`src/rtl/bram_multichan_dma.sv`:
```
// BRAM-to-register DMA: fills the back bank of a ping-pong sample store with NUM_CH x NUM_WORDS
// words read from shared BRAM, then swaps banks so readers always see a complete, stable set.
module bram_multichan_dma #(
  parameter int NUM_CH      = 2,
  parameter int NUM_WORDS   = 32,
  parameter int SAMPLE_W    = 16,
  parameter int BRAM_LAT    = 2,
  parameter int ADDR_STRIDE = 4,
  parameter int CH_STRIDE   = 128,
  parameter int AUTO_RELOAD = 0,
  localparam int CW = (NUM_CH > 1) ? $clog2(NUM_CH) : 1,
  localparam int WW = (NUM_WORDS > 1) ? $clog2(NUM_WORDS) : 1
) (
  input  logic                clk,
  input  logic                rst,
  output logic [31:0]         BRAM_addr,
  output logic                BRAM_clk,
  output logic [31:0]         BRAM_din,
  input  logic [31:0]         BRAM_dout,
  output logic                BRAM_en,
  output logic                BRAM_rst,
  output logic [3:0]          BRAM_we,
  input  logic [31:0]         base_addr,
  input  logic                start,
  input  logic                clr_err,
  input  logic [CW-1:0]       rd_ch,
  input  logic [WW-1:0]       rd_idx,
  output logic [SAMPLE_W-1:0] rd_data,
  output logic                busy,
  output logic                done,
  output logic                active_bank,
  output logic                overrun
);

  typedef enum logic [1:0] {S_IDLE, S_ISSUE, S_DRAIN, S_SWAP} state_t;
  typedef struct packed {
    logic [CW-1:0] ch;
    logic [WW-1:0] idx;
    logic          last;
  } tag_t;

  localparam logic [CW-1:0] LAST_CH  = CW'(NUM_CH - 1);
  localparam logic [WW-1:0] LAST_IDX = WW'(NUM_WORDS - 1);

  state_t              state_q, state_d;
  logic [31:0]         base_q, base_d, addr_q, addr_d;
  logic [CW-1:0]       ch_q, ch_d, nxt_ch, issue_ch;
  logic [WW-1:0]       idx_q, idx_d, nxt_idx, issue_idx;
  logic [31:0]         issue_base;
  logic                issue;
  logic                en_q, en_d, busy_q, busy_d, done_q, done_d;
  logic                bank_q, bank_d, ovr_q, ovr_d, brst_q;
  logic [SAMPLE_W-1:0] rd_data_q, rd_data_d;
  logic [BRAM_LAT:0]   vld_pipe_q, vld_pipe_d;
  tag_t                tag_pipe_q [BRAM_LAT+1];
  tag_t                tag_pipe_d [BRAM_LAT+1];
  logic [SAMPLE_W-1:0] buf_mem [2][NUM_CH][NUM_WORDS];
  logic [31:0]         unused_dout;

  assign unused_dout = BRAM_dout;

  always_comb begin
    state_d = state_q; base_d = base_q; addr_d = addr_q;
    ch_d = ch_q; idx_d = idx_q;
    en_d = 1'b0; busy_d = busy_q; done_d = 1'b0; bank_d = bank_q;
    issue = 1'b0; issue_base = base_q; issue_ch = '0; issue_idx = '0;
    nxt_ch = ch_q; nxt_idx = idx_q + 1'b1;
    if (idx_q == LAST_IDX) begin
      nxt_ch  = ch_q + 1'b1;
      nxt_idx = '0;
    end
    case (state_q)
      S_IDLE: if (start) begin
        issue = 1'b1; issue_base = base_addr; base_d = base_addr;
        state_d = S_ISSUE; busy_d = 1'b1;
      end
      S_ISSUE: begin
        if (ch_q == LAST_CH && idx_q == LAST_IDX) state_d = S_DRAIN;
        else begin
          issue = 1'b1; issue_ch = nxt_ch; issue_idx = nxt_idx;
        end
      end
      // the swap waits for the last tag so the back bank is complete when it turns front
      S_DRAIN: if (vld_pipe_q[BRAM_LAT] && tag_pipe_q[BRAM_LAT].last) begin
        state_d = S_SWAP; done_d = 1'b1; bank_d = ~bank_q;
      end
      S_SWAP: begin
        if (AUTO_RELOAD != 0) begin
          issue = 1'b1; issue_base = base_addr; base_d = base_addr; state_d = S_ISSUE;
        end else begin
          state_d = S_IDLE; busy_d = 1'b0;
        end
      end
      default: state_d = S_IDLE;
    endcase
    if (issue) begin
      en_d  = 1'b1; ch_d = issue_ch; idx_d = issue_idx;
      addr_d = issue_base + 32'(issue_ch) * 32'(CH_STRIDE) + 32'(issue_idx) * 32'(ADDR_STRIDE);
    end
    vld_pipe_d = {vld_pipe_q[BRAM_LAT-1:0], issue};
    tag_pipe_d[0] = tag_t'{ch: issue_ch, idx: issue_idx,
                           last: (issue_ch == LAST_CH && issue_idx == LAST_IDX)};
    for (int i = 1; i <= BRAM_LAT; i++) tag_pipe_d[i] = tag_pipe_q[i-1];
    ovr_d = ovr_q;
    if (start && busy_q && AUTO_RELOAD == 0) ovr_d = 1'b1;
    else if (clr_err)                       ovr_d = 1'b0;
    rd_data_d = '0;
    if (int'(rd_ch) < NUM_CH && int'(rd_idx) < NUM_WORDS) rd_data_d = buf_mem[bank_q][rd_ch][rd_idx];
  end

  always_ff @(posedge clk) begin
    if (rst) begin
      state_q <= S_IDLE; base_q <= '0; addr_q <= '0; ch_q <= '0; idx_q <= '0;
      en_q <= 1'b0; busy_q <= 1'b0; done_q <= 1'b0; bank_q <= 1'b0; ovr_q <= 1'b0;
      brst_q <= 1'b1; rd_data_q <= '0; vld_pipe_q <= '0;
    end else begin
      state_q <= state_d; base_q <= base_d; addr_q <= addr_d; ch_q <= ch_d; idx_q <= idx_d;
      en_q <= en_d; busy_q <= busy_d; done_q <= done_d; bank_q <= bank_d; ovr_q <= ovr_d;
      brst_q <= 1'b0; rd_data_q <= rd_data_d; vld_pipe_q <= vld_pipe_d;
    end
  end

  // tags only matter alongside their valid bit, so they carry no reset
  always_ff @(posedge clk) begin
    for (int i = 0; i <= BRAM_LAT; i++) tag_pipe_q[i] <= tag_pipe_d[i];
  end

  always_ff @(posedge clk) begin
    if (!rst && vld_pipe_q[BRAM_LAT])
      buf_mem[~bank_q][tag_pipe_q[BRAM_LAT].ch][tag_pipe_q[BRAM_LAT].idx] <= BRAM_dout[SAMPLE_W-1:0];
  end

  assign BRAM_addr   = addr_q;
  assign BRAM_clk    = clk;
  assign BRAM_din    = '0;
  assign BRAM_en     = en_q;
  assign BRAM_rst    = brst_q;
  assign BRAM_we     = '0;
  assign rd_data     = rd_data_q;
  assign busy        = busy_q;
  assign done        = done_q;
  assign active_bank = bank_q;
  assign overrun     = ovr_q;

endmodule

```
`config.mk`:
```
export PLATFORM = sky130hd
export DESIGN_NAME = bram_multichan_dma
export DESIGN_NICKNAME = d
export VERILOG_FILES = /design/src/rtl/bram_multichan_dma.sv
export SDC_FILE = /design/constraint.sdc
export NUM_CORES = 2
export LEC_CHECK = 0
export ABC_AREA = 1
export CAP_MARGIN = 10
export CORE_MARGIN = 2
export CORE_UTILIZATION = 45
export CTS_CLUSTER_DIAMETER = 200
export DETAILED_ROUTE_END_ITERATION = 7
export MAX_ROUTING_LAYER = met4
export PLACE_DENSITY_LB_ADDON = 0.08
export SLEW_MARGIN = 10
export SYNTH_ARGS = -nofsm -noshare
export SYNTH_HDL_FRONTEND = slang
export SYNTH_SLANG_ARGS = --single-unit
```
`constraint.sdc`:
```
create_clock -name clk -period 4.75 [get_ports clk]
set_input_delay 1.1875 -clock clk [delete_from_list [all_inputs] [get_ports clk]]
set_output_delay 1.1875 -clock clk [all_outputs]
set_load 0.01 [all_outputs]
```
==> results.md <==
- Outcome: complete, no violations
- CORE AREA: 0.192 mm²
- Syn-to-layout area delta: 14.1%
- Final slew viol count: 0
- Setup tns final: 0 ns
- Largest net degree at the start of global routing: 191
- Finished Core Util: 51.6%
- Hold Crit Class: flop to flop
- First-pass GRT wire length: 367000 µm
- Congestion Overflow GR: 0
- WL met2: 118000 µm
- PD cells: 417 mW/mm²
- Initial cell density of the core: 45.2%
- Routed len/inst: 25.0 µm
- Seq/Total Area, Yosys: 73.6%
- Slew @ Worst Pin: 1.22 ns
- Crit. End Element: output port
- Worst reg-to-reg path cell count: 12
- Total Wirelength: 251000 µm
- PostCTS Resize Cnt: 0
- Critical Path RT: 3.56 ns
- 1st-iter DRT viols: 5798
- Setup Crit Path Kind: clock port to output port
- Die footprint: 0.196 mm²
- Setup crit start kind: clock port
- Unrepaired setup endpoints after global routing: false
- Crit. Startpoint: clk
- Syn Area/Cell: 12.1 µm²
- Cell Area, Synth: 0.0868 mm²
- Hold depth: 0
- CTS tree: done
- Postcts setup bufs: 0
- R2R setup slack: 1.32 ns
- Design area: 0.0990 mm²
- Clock-pin slew on the worst setup and hold paths: 0.06 ns
- Setup ws final: 0.481 ns
- Boundary Pins: 165
- PnR Total Power: 41.3 mW
- Worst slew margin: 18.8%
- Number of hold buffers added after CTS: 0
- DR vias/cell: 5.66
- Num rows: 161
- PortBufs: 112
- Worst skew pair latency: 0.99 ns
- Vias in the first global route: 54200
- Final hold violations: 0
- Hold Path Origin: tag_pipe_q[0][8]
- Final Wtd Congestion: 0.891
- Nets@finish: 7397
- Setup-failing EPs final: 0
- Maximum capacitance violations: 0
- Vias: 56800
- #FFs+latches synth: 2166
- DP Area: 0.0920 mm²
- Post-Route M1 WL: 111000 µm
- CP arrival: 3.08 ns
- Share of layout cells above drive strength 1: 10.1%
- DR top layer: met4
- DP Worst Slack: 0.570 ns
- DRC errors left: 0
- Die Ht: 443 µm
- Ys Warns: 0
- Cell count after synthesis: 7150
- R2R Path End: rd_data[9]
- First drt pass iteration count: 5
- Overall Global Routing Usage: 25.9%
- Distinct cells, synth: 48
- Leak Pwr: 33.6 nW
- Skew final: 0.0344 ns
- Chip width: 443 µm
- Post-route ant nets: 0
- Worst Hold End: tag_pipe_q[0][15]
- Antenna violations before repair: 7
- Post-DP HPWL: 143000 µm
- Met3 WL post-DR: 14500 µm
- Peak VDD IR: 0.330 mV
- Worst Path Max Fanout: 2
worst max-delay path, stage by stage:
cell	delay [ns]
clkbuf_16	0.12
clkbuf_16	0.12
clkdlybuf4s50_1	0.46
worst max path at each step:
stage	cells past startpoint	to	slack (ns)
6_report	3	BRAM_clk	0.48
5_1_grt	3	BRAM_clk	0.47
4_1_cts	3	BRAM_clk	0.47
3_5_place_dp	18	BRAM_addr[14]	0.57
3_3_place_gp	18	BRAM_addr[12]	0.55
2_1_floorplan	1	BRAM_clk	1.07
logic make-up after synthesis:
group / after synthesis / synth area share [%]
AO/OA/AOI/OAI: 1587 / 9.93
XOR/XNOR: 4 / 0.0404
adder cells (fa/ha/maj): 13 / 0.196
buffers and inverters: 671 / 3.47
flip-flops: 2166 / 73.6
multiplexers: 2 / 0.0231
other: 1 / 0.00432
AND/OR/NAND/NOR: 2706 / 12.7
power by group:
group	internal [mW]	total, mW	switching [mW]
Clock	9.40	16.8	7.38
Combinational	1.01	3.26	2.26
Sequential	21.1	21.3	0.142
metal layers:
layer / vias up / track usage [%]
met5: - / -
met2: 1635 / 40.4
li1: 26200 / -
met4: 0 / 8.13
met1: 28600 / 35.6
met3: 372 / 3.45
layout by cell type (no fill, tap or decap), types with 40 or more instances in the layout:
| cell | n |
|---|---|
| clkbuf_16 | 227 |
| o21ai_0 | 1021 |
| nor2_1 | 1202 |
| buf_12 | 44 |
| clkbuf_1 | 66 |
| clkinv_2 | 40 |
| clkdlybuf4s50_1 | 91 |
| nand3_1 | 500 |
| nand2_1 | 884 |
| dfxtp_1 | 116 |
| clkinv_1 | 52 |
| nor3_2 | 70 |
| buf_4 | 287 |
| edfxtp_1 | 2048 |
| o22ai_1 | 496 |
| inv_1 | 127 |
cell usage after synthesis (all sizes together):
| cell type | count | area, µm² |
|---|---|---|
| a21oi | 33 | 169 |
| o211ai | 3 | 22.5 |
| edfxtp | 2048 | 61500 |
| nand3 | 501 | 2510 |
| nor2 | 1210 | 4560 |
| nand4 | 9 | 56.3 |
| a21boi | 1 | 7.51 |
| ha | 12 | 150 |
| o21ai | 1045 | 5250 |
| buf | 219 | 1300 |
| mux2i | 2 | 20.0 |
| a211oi | 2 | 15.0 |
| nor4 | 3 | 31.3 |
| dfxtp | 118 | 2360 |
| nor3b | 3 | 32.5 |
| a31oi | 2 | 12.5 |
| clkinv | 2 | 8.75 |
| o21a | 2 | 15.0 |
| conb | 1 | 3.75 |
| nand2 | 891 | 3360 |
| inv | 138 | 526 |
| o21bai | 3 | 22.5 |
| or2 | 12 | 75.1 |
| xor2 | 3 | 26.3 |
| fa | 1 | 20.0 |
| nand3b | 1 | 7.51 |
| and3 | 1 | 6.26 |
| clkbuf | 312 | 1170 |
| o22ai | 496 | 3100 |
| xnor2 | 1 | 8.76 |
| nor3 | 75 | 400 |
metrics by stage:
stage / hold slack, ns / std cells
floorplan: 0.310 / 7185
global placement: 0.312 / 9609
detailed placement: 0.312 / 9609
CTS: 0.326 / 10000
global route: 0.330 / 10000
finish: 0.320 / 10000
area by class of cell:
class	instances	area, µm²
fill	16800	93000
sequential	2166	63900
multi-input combinational	4348	20400
clock buffer	301	6030
timing repair buffer	428	4020
tap	2526	3160
clock inverter	116	941
inverter	140	581
antenna	4	10.0
registers in the layout, indices dropped and copies added, names as in the netlist, named ones only:
| signal | flops |
|---|---|
| state_q | 2 |
| overrun | 1 |
| BRAM_addr | 32 |
| busy | 1 |
| idx_q | 5 |
| vld_pipe_q | 3 |
| base_q | 32 |
| active_bank | 1 |
| BRAM_rst | 1 |
| done | 1 |
| rd_data | 16 |
| buf_mem | 2048 |
| ch_q | 1 |
| tag_pipe_q | 21 |
No activity file was read; power rests on OpenSTA's default activity.
